### config.mk
export PLATFORM = sky130hd
export DESIGN_NAME = fifo_syn_prog
export DESIGN_NICKNAME = d
export VERILOG_FILES = /design/src/rtl/fifo_syn_prog_pkg.sv /design/src/rtl/fifo_syn_mem.sv /design/src/rtl/fifo_syn_prog.sv
export SDC_FILE = /design/constraint.sdc
export NUM_CORES = 1
export LEC_CHECK = 0
export ABC_AREA = 1
export CORE_MARGIN = 2
export CORE_UTILIZATION = 55
export DETAILED_ROUTE_END_ITERATION = 16
export PLACE_DENSITY = 0.77
export SYNTH_ARGS = -nofsm -noshare
export SYNTH_HDL_FRONTEND = slang
export SYNTH_SLANG_ARGS = --single-unit
### constraint.sdc
create_clock -name clk -period 4.4 [get_ports clk]
set_clock_uncertainty 0.15 [all_clocks]
set_input_delay 0.66 -clock clk [delete_from_list [all_inputs] [get_ports clk]]
set_output_delay 0.66 -clock clk [all_outputs]
set_load 0.03 [all_outputs]
### src/rtl/fifo_syn_prog_pkg.sv
// fifo_syn_prog_pkg: shared default sizing for the single-clock FIFO family.
// No ports; imported by fifo_syn_prog and fifo_syn_mem for parameter defaults.
package fifo_syn_prog_pkg;
    localparam int DEF_DATA_WIDTH = 8;
    localparam int DEF_ADDR_WIDTH = 4;
endpackage

### src/rtl/fifo_syn_mem.sv
// fifo_syn_mem: DEPTH x DATA_WIDTH register array, gated write port, combinational read.
// Ports: clk; we/wr_addr/wr_data write port; rd_addr -> rd_data asynchronous read.
// The array has no reset: contents survive a FIFO reset and are simply overwritten.
module fifo_syn_mem
    import fifo_syn_prog_pkg::*;
#(
    parameter int DATA_WIDTH = DEF_DATA_WIDTH,
    parameter int ADDR_WIDTH = DEF_ADDR_WIDTH
) (
    input  logic                  clk,
    input  logic                  we,
    input  logic [ADDR_WIDTH-1:0] wr_addr,
    input  logic [DATA_WIDTH-1:0] wr_data,
    input  logic [ADDR_WIDTH-1:0] rd_addr,
    output logic [DATA_WIDTH-1:0] rd_data
);
    logic [DATA_WIDTH-1:0] mem_q [2**ADDR_WIDTH];

    always_ff @(posedge clk) begin
        if (we) mem_q[wr_addr] <= wr_data;
    end

    assign rd_data = mem_q[rd_addr];
endmodule

### src/rtl/fifo_syn_prog.sv
// fifo_syn_prog: single-clock FIFO with programmable almost-full/almost-empty,
// occupancy count and sticky overflow/underflow flags.
// Ports: clk, rst (async, active-high); wr_en/wr_data write side; rd_en pop,
// rd_data/rd_valid read side; wr_full, rd_empty, fill_count status;
// af_thresh/ae_thresh -> almost_full/almost_empty; clr_err clears overflow/underflow.
// Macro FIFO_SYN_FWFT_EN selects first-word-fall-through (zero read latency);
// undefined gives a registered read with one cycle of latency.
module fifo_syn_prog
    import fifo_syn_prog_pkg::*;
#(
    parameter int DATA_WIDTH = DEF_DATA_WIDTH,
    parameter int ADDR_WIDTH = DEF_ADDR_WIDTH
) (
    input  logic                  clk,
    input  logic                  rst,
    input  logic                  wr_en,
    input  logic [DATA_WIDTH-1:0] wr_data,
    input  logic                  rd_en,
    output logic [DATA_WIDTH-1:0] rd_data,
    output logic                  rd_valid,
    output logic                  wr_full,
    output logic                  rd_empty,
    input  logic [ADDR_WIDTH:0]   af_thresh,
    input  logic [ADDR_WIDTH:0]   ae_thresh,
    output logic                  almost_full,
    output logic                  almost_empty,
    output logic [ADDR_WIDTH:0]   fill_count,
    input  logic                  clr_err,
    output logic                  overflow,
    output logic                  underflow
);
    localparam int PW = ADDR_WIDTH + 1;

    logic [PW-1:0] wr_ptr_q, wr_ptr_d, rd_ptr_q, rd_ptr_d, cnt_d;
    logic overflow_q, overflow_d, underflow_q, underflow_d;
    logic almost_full_q, almost_full_d, almost_empty_q, almost_empty_d;
    logic rd_acc, wr_acc;
    logic [DATA_WIDTH-1:0] mem_rd;

    // Extra pointer MSB tells a full buffer from an empty one.
    assign fill_count = wr_ptr_q - rd_ptr_q;
    assign rd_empty   = wr_ptr_q == rd_ptr_q;
    assign wr_full    = (wr_ptr_q ^ rd_ptr_q) == {1'b1, {ADDR_WIDTH{1'b0}}};

    always_comb begin
        rd_acc         = rd_en & ~rd_empty;
        // A read in the same cycle frees the slot a write into a full FIFO needs.
        wr_acc         = wr_en & (~wr_full | rd_acc);
        wr_ptr_d       = wr_ptr_q + PW'(wr_acc);
        rd_ptr_d       = rd_ptr_q + PW'(rd_acc);
        cnt_d          = wr_ptr_d - rd_ptr_d;
        // Flags are registered against the post-edge count so a threshold
        // change shows up one edge later.
        almost_full_d  = cnt_d >= af_thresh;
        almost_empty_d = cnt_d <= ae_thresh;
        overflow_d     = (wr_en & ~wr_acc) | (overflow_q & ~clr_err);
        underflow_d    = (rd_en & ~rd_acc) | (underflow_q & ~clr_err);
    end

    always_ff @(posedge clk or posedge rst) begin
        if (rst) begin
            wr_ptr_q       <= '0;
            rd_ptr_q       <= '0;
            overflow_q     <= 1'b0;
            underflow_q    <= 1'b0;
            almost_full_q  <= 1'b0;
            almost_empty_q <= 1'b1;
        end else begin
            wr_ptr_q       <= wr_ptr_d;
            rd_ptr_q       <= rd_ptr_d;
            overflow_q     <= overflow_d;
            underflow_q    <= underflow_d;
            almost_full_q  <= almost_full_d;
            almost_empty_q <= almost_empty_d;
        end
    end

    assign overflow     = overflow_q;
    assign underflow    = underflow_q;
    assign almost_full  = almost_full_q;
    assign almost_empty = almost_empty_q;

    fifo_syn_mem #(
        .DATA_WIDTH(DATA_WIDTH),
        .ADDR_WIDTH(ADDR_WIDTH)
    ) u_mem (
        .clk    (clk),
        .we     (wr_acc),
        .wr_addr(wr_ptr_q[ADDR_WIDTH-1:0]),
        .wr_data(wr_data),
        .rd_addr(rd_ptr_q[ADDR_WIDTH-1:0]),
        .rd_data(mem_rd)
    );

`ifdef FIFO_SYN_FWFT_EN
    assign rd_data  = mem_rd;
    assign rd_valid = ~rd_empty;
`else
    logic [DATA_WIDTH-1:0] rd_data_q, rd_data_d;
    logic rd_valid_q, rd_valid_d;

    always_comb begin
        rd_data_d  = rd_acc ? mem_rd : rd_data_q;
        rd_valid_d = rd_acc;
    end

    always_ff @(posedge clk or posedge rst) begin
        if (rst) begin
            rd_data_q  <= '0;
            rd_valid_q <= 1'b0;
        end else begin
            rd_data_q  <= rd_data_d;
            rd_valid_q <= rd_valid_d;
        end
    end

    assign rd_data  = rd_data_q;
    assign rd_valid = rd_valid_q;
`endif
endmodule

# Word level (Yosys, flattened, before mapping)
# Memory sizes are Yosys's and may differ from the RTL's. A register that Yosys moved wholly into a read port is not among the register bits.
# Index checks and enable logic that the tools add are counted.
# Widths: inputs -> output; s select.
dict set report totals {
  ram_bits 128
  input_bits 23
  wordCells 33
  mem_count 1
  out_inout_bits 20
  register_bits 15
}
# name depth word_bits read_ports rd_ports_with_merged_regs wr line_no
set mem_list {}
lappend mem_list {u_mem.mem_q 16 8 1 1 1 fifo_syn_mem.sv:17} ;# logic [DATA_WIDTH-1:0] mem_q [2**ADDR_WIDTH];
dict set report op_classes {
  add_sub_neg 4
  eq_ne 2
  bitwise_logic 15
  n_mux 2
  magnitude_cmp 2
}
# cell n
set op_table {}
lappend op_table {{$add 5x1->5} 2}
lappend op_table {{$sub 5x5->5} 2}
lappend op_table {{$and 1x1->1} 6}
lappend op_table {{$eq 5x5->1} 1}
lappend op_table {{$eq 5x5->1 const B} 1}
lappend op_table {{$ge 5x5->1} 1}
lappend op_table {{$le 5x5->1} 1}
lappend op_table {{$not 1->1} 5}
lappend op_table {{$xor 5x5->5} 1}
lappend op_table {{$or 1x1->1} 3}
lappend op_table {{$mux 1} 2}

# Logic depth before layout (Yosys ltp)
# Gate-level depths: netlist (run 1).
dict set report logic_depth {
  depth_word 8
  depth_mapped 25
}

# By module
# Synthesis (run 1) repeated with hierarchy kept, for this count alone.
dict set report unflattened {
  cells_unflattened 714
  area_unflattened_um2 7084.3
}
# module area_each_um2 instances seq_area_each_um2 cells_per_inst
set by_module_without_submodules {}
lappend by_module_without_submodules {fifo_syn_mem 5606.6 1 3843.7 543}
lappend by_module_without_submodules {fifo_syn_prog 1477.7 1 576.8 171}

# Least setup slack after synthesis (run 1)
# OpenSTA, ideal clock, no wires.
dict set report synth_timing {
  path_kind {register to register}
  start {register rd_ptr_q[2]}
  end {register almost_full_q, in the netlist almost_full}
  t_arrival_ns 3.713
  stages_incl_launch_ff 24
  period_less_slack_ns 4.009
  path_slack_ns 0.391
  path_buffers 2
  path_cell_list {dfrtp_1 > buf_2 > buf_2 > inv_1 > ha_1 > nand2_1 > nor2_4 > inv_2 > nor2_4 > nand2_1 > nand2_1 > inv_2 > ha_1 > ha_1 > xor2_1 > ha_1 > a31oi_1 > inv_1 > nand3_1 > nand2_1 > ha_1 > a21oi_1 > o21a_1 > o311ai_0}
}
dict set report synth_via {
  elab_chain_cells 8
}
# element line_no
set synth_lines {}
lappend synth_lines {{start: declaration} fifo_syn_prog.sv:34} ;# logic [PW-1:0] wr_ptr_q, wr_ptr_d, rd_ptr_q, rd_ptr_d, cnt_d;
lappend synth_lines {{start signal: assignment} fifo_syn_prog.sv:70} ;# rd_ptr_q <= rd_ptr_d;
lappend synth_lines {{$xor 5x5->5} fifo_syn_prog.sv:43} ;# assign wr_full = (wr_ptr_q ^ rd_ptr_q) == {1'b1, {ADDR_WIDTH{1'b0}}};
lappend synth_lines {{$eq 5x5->1} fifo_syn_prog.sv:43}
lappend synth_lines {{via wr_full} fifo_syn_prog.sv:21} ;# output logic wr_full,
lappend synth_lines {{$not 1->1} fifo_syn_prog.sv:48} ;# wr_acc = wr_en & (~wr_full | rd_acc);
lappend synth_lines {{$or 1x1->1} fifo_syn_prog.sv:48}
lappend synth_lines {{$and 1x1->1} fifo_syn_prog.sv:48}
lappend synth_lines {{$add 5x1->5} fifo_syn_prog.sv:49} ;# wr_ptr_d = wr_ptr_q + PW'(wr_acc);
lappend synth_lines {{via wr_ptr_d[2]} fifo_syn_prog.sv:34}
lappend synth_lines {{$sub 5x5->5} fifo_syn_prog.sv:51} ;# cnt_d = wr_ptr_d - rd_ptr_d;
lappend synth_lines {{$ge 5x5->1} fifo_syn_prog.sv:54} ;# almost_full_d = cnt_d >= af_thresh;
lappend synth_lines {{via almost_full_d} fifo_syn_prog.sv:36} ;# logic almost_full_q, almost_full_d, almost_empty_q, almost_empty_d;
lappend synth_lines {{end signal: assignment} fifo_syn_prog.sv:73} ;# almost_full_q <= almost_full_d;
lappend synth_lines {{end: declaration} fifo_syn_prog.sv:36}
# The timed path passes the listed nets, and every way through them passes these cells.

# Worst setup path in the final report (run 1)
dict set report layout_timing {
  start {register wr_ptr_q[2]}
  end {register almost_full_q, in the netlist almost_full}
}
dict set report layout_via {
  elab_chain_cells 8
}
# element line_no
set layout_lines {}
lappend layout_lines {{start: declaration} fifo_syn_prog.sv:34}
lappend layout_lines {{start signal: assignment} fifo_syn_prog.sv:69} ;# wr_ptr_q <= wr_ptr_d;
lappend layout_lines {{$xor 5x5->5 or $eq 5x5->1 (tied branches)} {fifo_syn_prog.sv:43, fifo_syn_prog.sv:42}}
lappend layout_lines {{$eq 5x5->1 or $not 1->1 (tied branches)} {fifo_syn_prog.sv:43, fifo_syn_prog.sv:46}}
lappend layout_lines {{$not 1->1 or $and 1x1->1 (tied branches)} {fifo_syn_prog.sv:48, fifo_syn_prog.sv:46}}
lappend layout_lines {{$or 1x1->1} fifo_syn_prog.sv:48}
lappend layout_lines {{$and 1x1->1} fifo_syn_prog.sv:48}
lappend layout_lines {{$add 5x1->5 (*)} fifo_syn_prog.sv:49}
lappend layout_lines {{via wr_ptr_d[2]} fifo_syn_prog.sv:34}
lappend layout_lines {{$sub 5x5->5 (*)} fifo_syn_prog.sv:51}
lappend layout_lines {{$ge 5x5->1 (*)} fifo_syn_prog.sv:54}
lappend layout_lines {{via almost_full_d} fifo_syn_prog.sv:36}
# The timed path passes the listed nets; every way through them passes the cells marked *.

==> qor.yml, run 1 <==
hold_path:
  hold_path_class: "reg2reg"
  min_from: "rd_data[5]"
  holdPathEnd: "rd_data[5]"
  whs_path_depth: 2
timing:
  finalSetupViolations: 0
  slew_headroom: 0.282
  layout_min_cycle_time_ns: 3.97
  min_period_over_period: 0.901
  rsz0062_at_grt: "false"
  hold_violations: 0
  fmax_mhz: 252
  setup_tns_ns: 0
  finalWorstSetupSlack_ns: 0.435
  slew_viol_final: 0
  worstMarginPinSlew_ns: 1.07
yosys:
  synth_top_area_cell: "edfxtp_1"
  synthTopCellsByArea: "edfxtp_1, nand2_1, dfrtp_1"
  yosysTopAreaCellShare: 0.543
  synth_seq_cells: 151
  synthCells: 710
  synth_area_mm2: 0.00708
  netlist_top_cells_count: "nand2_1, edfxtp_1, inv_1"
  syn_avg_cell_area_um2: 9.97
  synth_cell_type_count: 26
  synth_flop_cell: "edfxtp_1"
  yosys_warnings: 0
  synth-edff-count: 128
  async_flop_share: 0.152
  synth_fp_nets: 757
  yosysSeqAreaShare: 0.624
  yosysMostFrequentCell: "nand2_1"
floorplan:
  rows: 41
  fp.dieH_um: 117
  ioPinCount: 43
  die_width_um: 117
  start_util: 0.561
  die_area_mm2: 0.0138
  core_mm2: 0.0126
worst_setup_path:
  start_kind: "register"
  reg2reg_slack_ns: 0.43
  cp_cell_sequence: "ha_1 -> nand2_1 -> nor2_4 -> inv_2 -> nor2_4 -> nand2_1 -> nand2_1 -> inv_2 -> ha_1 -> ha_1 -> xor2_1 -> ha_1 -> a31oi_1 -> inv_1 -> nand3_1 -> nand2_1 -> ha_1 -> nand2_1 -> o311ai_0"
  worstReg2RegStart: "wr_ptr_q[2]"
  max_stage_delay_ns: 0.46
  critPathKind: "reg2reg"
  regToRegEndpoint: "almost_full"
  cpLargestDelayFamily: "adder cells"
  crit_fanout: 7
  endpoint_kind: "register"
  crit_buf_inv: 3
  reg2regPathDepth: 19
  slowest_stage: "dfrtp_1"
  arrival_ns: 4.12
  cp.required_ns: 4.55
routing:
  via_per_inst: 5.14
  wl_um: 14900
  firstDrtPassIters: 8
  drt_iter0_drc: 481
  routedWlPerCell_um: 15.9
  ant_nets: 0
  drc_errors: 0
  dr_total_vias: 4817
power:
  total_leakage_power_nw: 3.61
  seqPwrFrac: 0.299
  clkPwrFrac: 0.227
  p_comb_frac: 0.475
  power_switching_share: 0.411
  power.density_mw_per_mm2: 775
  switching_power_mw: 2.61
  ir_drop_v: 0.000503
  p_int_mw: 3.75
placement:
  placed_area_mm2: 0.00762
  io_buffers: 42
  gp_congestion: 0.864
  place_ws_ns: 0.468
  dp_hpwl_um: 9820
cts:
  insertion_delay_ns: 0.43
  cts_hold_repair.buffers: 0
  cts.reportedPaths.clkPinSlew_ns: 0.06
  cts.sinks: 151
  h-tree-depth: 4
  root_buffer: "clkbuf_16"
  clock_path_buffers: 2
  cts_resized: 0
  cts_made_buffers: 17
  cts_setup_buffers: 0
  cts_tree: "built"
global_route:
  antenna_found_initial: 0
  grt_pass1_vias: 4758
  grt_remaining_overflow: 0
  grt_pass1_wl_um: 24300
  grt.total_usage: 0.232
  grt_max_degree: 67
run:
  drv_cap: 0
run_status:
  status: "complete, no violations"
cells_and_area:
  syn_to_final_growth_pct: 15.9
  antenna_cells: 0
  n_fill_cell: 988
  num-nets-final: 800
  drive_above_1_share: 0.0718
  final_area_mm2: 0.00820
==> power by group through the flow <==
stage	registers (mW)	clock network [mW]	logic, mW
after global placement	1.92	0	2.87
after CTS	1.90	1.46	3.02
after floorplan	2.01	0	2.05
after global routing	1.92	1.52	3.36
after detailed placement	1.93	0	3.00
final	1.90	1.44	3.02
==> metrics by stage <==
| step | hold WS, ns | power (mW) | instances | utilization |
|---|---|---|---|---|
| floorplan | 0.381 | 4.06 | 710 | - |
| global placement | 0.340 | 4.79 | 906 | 0.604 |
| detailed placement | 0.349 | 4.93 | 906 | 0.604 |
| CTS | 0.362 | 6.38 | 938 | 0.650 |
| global route | 0.387 | 6.81 | 938 | 0.650 |
| finish | 0.360 | 6.36 | 938 | 0.650 |
==> placed cells by master, fill, tap and decap left out, drive strengths merged, types with 3 or more instances in the layout <==
| master | instances |
|---|---|
| a21oi | 9 |
| o21ai | 6 |
| clkdlybuf4s50 | 42 |
| dfrtp | 22 |
| inv | 137 |
| edfxtp | 128 |
| nand2 | 187 |
| nor2 | 59 |
| nand3 | 98 |
| clkinv | 7 |
| bufinv | 3 |
| clkbuf | 19 |
| xor2 | 9 |
| ha | 22 |
| buf | 5 |
==> layout make-up <==
type | instances | area (µm²) | area share
inverters | 136 | 510 | 0.0622
clock buffers | 19 | 433 | 0.0528
well taps | 172 | 215 | 0.0262
repair buffers | 47 | 458 | 0.0558
flip-flops and latches | 151 | 4420 | 0.539
multi-input cells | 400 | 2010 | 0.245
clock inverters | 13 | 155 | 0.0189
==> kinds of logic after synthesis <==
| family | share of synthesized area |
|---|---|
| xor gates and xnor gates | 0.0136 |
| and+or+nand+nor | 0.209 |
| AOI/OAI and AO/OA | 0.0166 |
| DFF | 0.624 |
| adders and majority gates | 0.0445 |
| buffers and inverters | 0.0917 |
==> metal layers <==
metal  wire (µm)  global-route usage
met1        6240               0.298
met2        7370               0.377
met3         983              0.0538
met4         349               0.103
met5           0                   0
==> worst max-delay path by stage <==
stage | start | to | slack (ns) | depth (start not counted)
global placement | rd_en | almost_full | 0.67 | 16
global route | wr_ptr_q[2] | almost_full | 0.11 | 20
detailed placement | wr_ptr_q[2] | almost_full | 0.47 | 19
finish | wr_ptr_q[2] | almost_full | 0.43 | 19
CTS | wr_ptr_q[2] | almost_full | 0.44 | 19
floorplan | rd_ptr_q[2] | almost_full | 0.39 | 23
==> worst register-to-register path: stages, from the launching register on <==
cell      delay [ns]
dfrtp_1         0.46
ha_1            0.40
nand2_1         0.12
nor2_4          0.17
inv_2           0.07
nor2_4          0.10
nand2_1         0.07
nand2_1         0.08
inv_2           0.07
ha_1            0.20
ha_1            0.21
xor2_1          0.20
ha_1            0.31
a31oi_1         0.24
inv_1           0.07
nand3_1         0.08
nand2_1         0.08
ha_1            0.33
nand2_1         0.09
o311ai_0        0.34
==> sequential cells by signal, summed over array words and instances, names as in the netlist <==
name          cells
rd_valid          1
underflow         1
rd_data           8
almost_full       1
almost_empty      1
rd_ptr_q          5
overflow          1
wr_ptr_q          5
u_mem.mem_q     128
(Power assumes the default switching activity.)
==> run 2: changes to the inputs <==
CAP_MARGIN = 15   (was default)
CTS_CLUSTER_SIZE = 14   (was default)
==> results of run 2 <==
No change in the layout: final DEF, timing and power equal those of run 1.
==> run 3: changes to the inputs <==
CTS_CLUSTER_DIAMETER = 80   (was default)
==> results of run 3 <==
No change in the layout: final DEF, timing and power equal those of run 1.
==> RTL edit, RTL diff (settings of run 1) <==
Set the package constant `DEF_ADDR_WIDTH` to 6 (it was 4).
--- a/src/rtl/fifo_syn_prog_pkg.sv
+++ b/src/rtl/fifo_syn_prog_pkg.sv
@@ -4,3 +4,3 @@
     localparam int DEF_DATA_WIDTH = 8;
-    localparam int DEF_ADDR_WIDTH = 4;
+    localparam int DEF_ADDR_WIDTH = 6;
 endpackage
Ports: changed (resized ae_thresh, af_thresh and fill_count); port bits go from 43 to 49. No check against the original RTL was run, so the function may have changed too.
==> RTL edit against run 1 <==
Via count increased to 3.4 times the old value; power increased to 2.8 times the old value; synthesized area grew to 3.4 times the old value; routed wire length grew to 3.9 times the old value; synthesized cell count grew to 3.3 times the old value; critical path depth up 3; sequential power rose to 3.2 times the old value; global-route usage increased by 2.9 points; design area grew to 3.2 times the old value; first-iteration DRC count rose to 4.1 times the old value; sequential cell count up 388; maximum frequency decreased by 3.8%; setup slack got worse by 0.16 ns; utilization down 3.3 points; critical path type unchanged.
==> RTL edit: results <==
metrics = {
    "status": {
        "status": "finished, final reports clean",
    },
    "clocking": {
        "cts_root_buf": "clkbuf_16",
        "cts_buffers": 53,
        "clk_pin_slew_ns": 0.06,
        "clockBufferDepth": 3,
        "clkLatencyLatePin_ns": 0.60,
        "htreeDepth": 2,
    },
    "pwr": {
        "swShare_pct": 40.4,
        "power_leakage_nw": 10.9,
        "vdd_drop_max_uv": 471,
    },
    "detailed_routing": {
        "via_per_inst": 5.44,
        "totalWireLength_um": 57900,
        "wl_met2_um": 27800,
        "dr.first_iter.drc_count": 1975,
        "route.layer.met1.wl_um": 22300,
        "met3_length_um": 5360,
        "dr.pass1.iters": 5,
        "highest_layer": "met4",
    },
    "layout": {
        "regMostFlops": "u_mem.mem_q",
        "drive_above_1_share_pct": 5.81,
        "largest_reg_flops": 512,
        "fin_nets": 2444,
    },
    "global_routing": {
        "antenna_found_initial": 0,
        "grt_pass1_vias": 15901,
        "grt_max_degree": 100,
        "grt_pass1_wl_um": 88400,
        "grt_util_all_layers_pct": 26.1,
    },
    "logic_synthesis": {
        "synth_area_leaders": "edfxtp_1, nand2_1, nand3_1",
        "synth-async-reset-ratio_pct": 5.01,
        "ys_types": 27,
        "ys_seq_area_share_pct": 67.3,
        "synth_warnings": 0,
        "synth_top_cells_by_count": "nand2_1, edfxtp_1, inv_1, nor2_1, nand3_1",
        "synth_edf_count": 512,
    },
    "sta": {
        "relSlewSlack_pct": 22.1,
        "hold_slack_ns": 0.378,
        "setup_viol": 0,
    },
    "setup_path": {
        "slowest_delay_ns": 0.40,
        "rrSetupSlack_ns": 0.28,
        "r2r_cells": 22,
        "crit_slowest_cell": "ha_1",
        "crit_path_max_fanout": 11,
        "arrival_ns": 4.50,
    },
    "placement": {
        "globalplace.congestion": 0.933,
        "io_buffers": 48,
        "dp.final_hpwl_um": 34700,
    },
    "min_path": {
        "whs_path_depth": 2,
        "worstHoldPathType": "flop to flop",
    },
}
RTL edit: worst max-delay path, delay by kind of cell, from the launching register on:
kind | cells | cell delay, ns
AO/OA/AOI/OAI | 5 | 0.65
flip-flops | 1 | 0.34
adder cells (fa/ha/maj) | 5 | 1.49
AND/OR/NAND/NOR | 9 | 1.01
buffers and inverters | 3 | 0.41
RTL edit: cell type report:
type / instances / area (um2)
Fill cell: 3298 / 16500
Sequential cell: 539 / 16100
Multi-Input combinational cell: 1415 / 6250
Clock buffer: 70 / 1450
Inverter: 291 / 1100
Tap cell: 585 / 732
Timing Repair Buffer: 86 / 726
Clock inverter: 26 / 198
Antenna cell: 1 / 2.50
RTL edit: worst paths after layout:
check	start	to
max	rd_ptr_q[5]	almost_empty
min	underflow	underflow
max reg2reg	rd_ptr_q[5]	almost_empty
min reg2reg	underflow	underflow
max in group asynchronous	rst	rd_ptr_q[1]
min in group asynchronous	rst	wr_ptr_q[6]
RTL edit: cell families after synthesis:
logic type	after synthesis	synth area share (%)
xor+xnor	16	0.587
simple gates	1281	21.7
buf+inv	396	6.91
compound gates	87	1.89
flops	539	67.3
fa+ha+maj	31	1.69
RTL edit: through the flow:
| stage | std cells | instance area (um2) | setup slack, ns |
|---|---|---|---|
| floorplan | 2350 | 23900 | 0.0139 |
| global placement | 2915 | 24800 | 0.204 |
| detailed placement | 2915 | 24800 | 0.158 |
| CTS | 3011 | 26500 | 0.143 |
| global route | 3012 | 26500 | -0.0248 |
| finish | 3013 | 26500 | 0.277 |
RTL edit: what timing repair did:
| item | in CTS | in global routing |
|---|---|---|
| endpoints found under the setup margin | 0 | 2 |
| setup buffers | 0 | 1 |
| gates resized for setup | 0 | 4 |
| endpoints found under the hold margin | 0 | 0 |
RTL edit: metal layers:
| metal | vias up | GRT usage [%] |
|---|---|---|
| met5 | - | 0 |
| met3 | 139 | 4.80 |
| met4 | 0 | 11.6 |
| li1 | 7728 | - |
| met2 | 791 | 42.9 |
| met1 | 7726 | 34.1 |
RTL edit: power groups by stage:
stage	sequential, W	clock [W]	combinational (W)
2_1_floorplan	0.00623	0	0.00506
3_3_place_gp	0.00615	0	0.00716
3_5_place_dp	0.00616	0	0.00737
4_1_cts	0.00606	0.00439	0.00743
5_1_grt	0.00608	0.00458	0.00830
6_report	0.00606	0.00434	0.00755
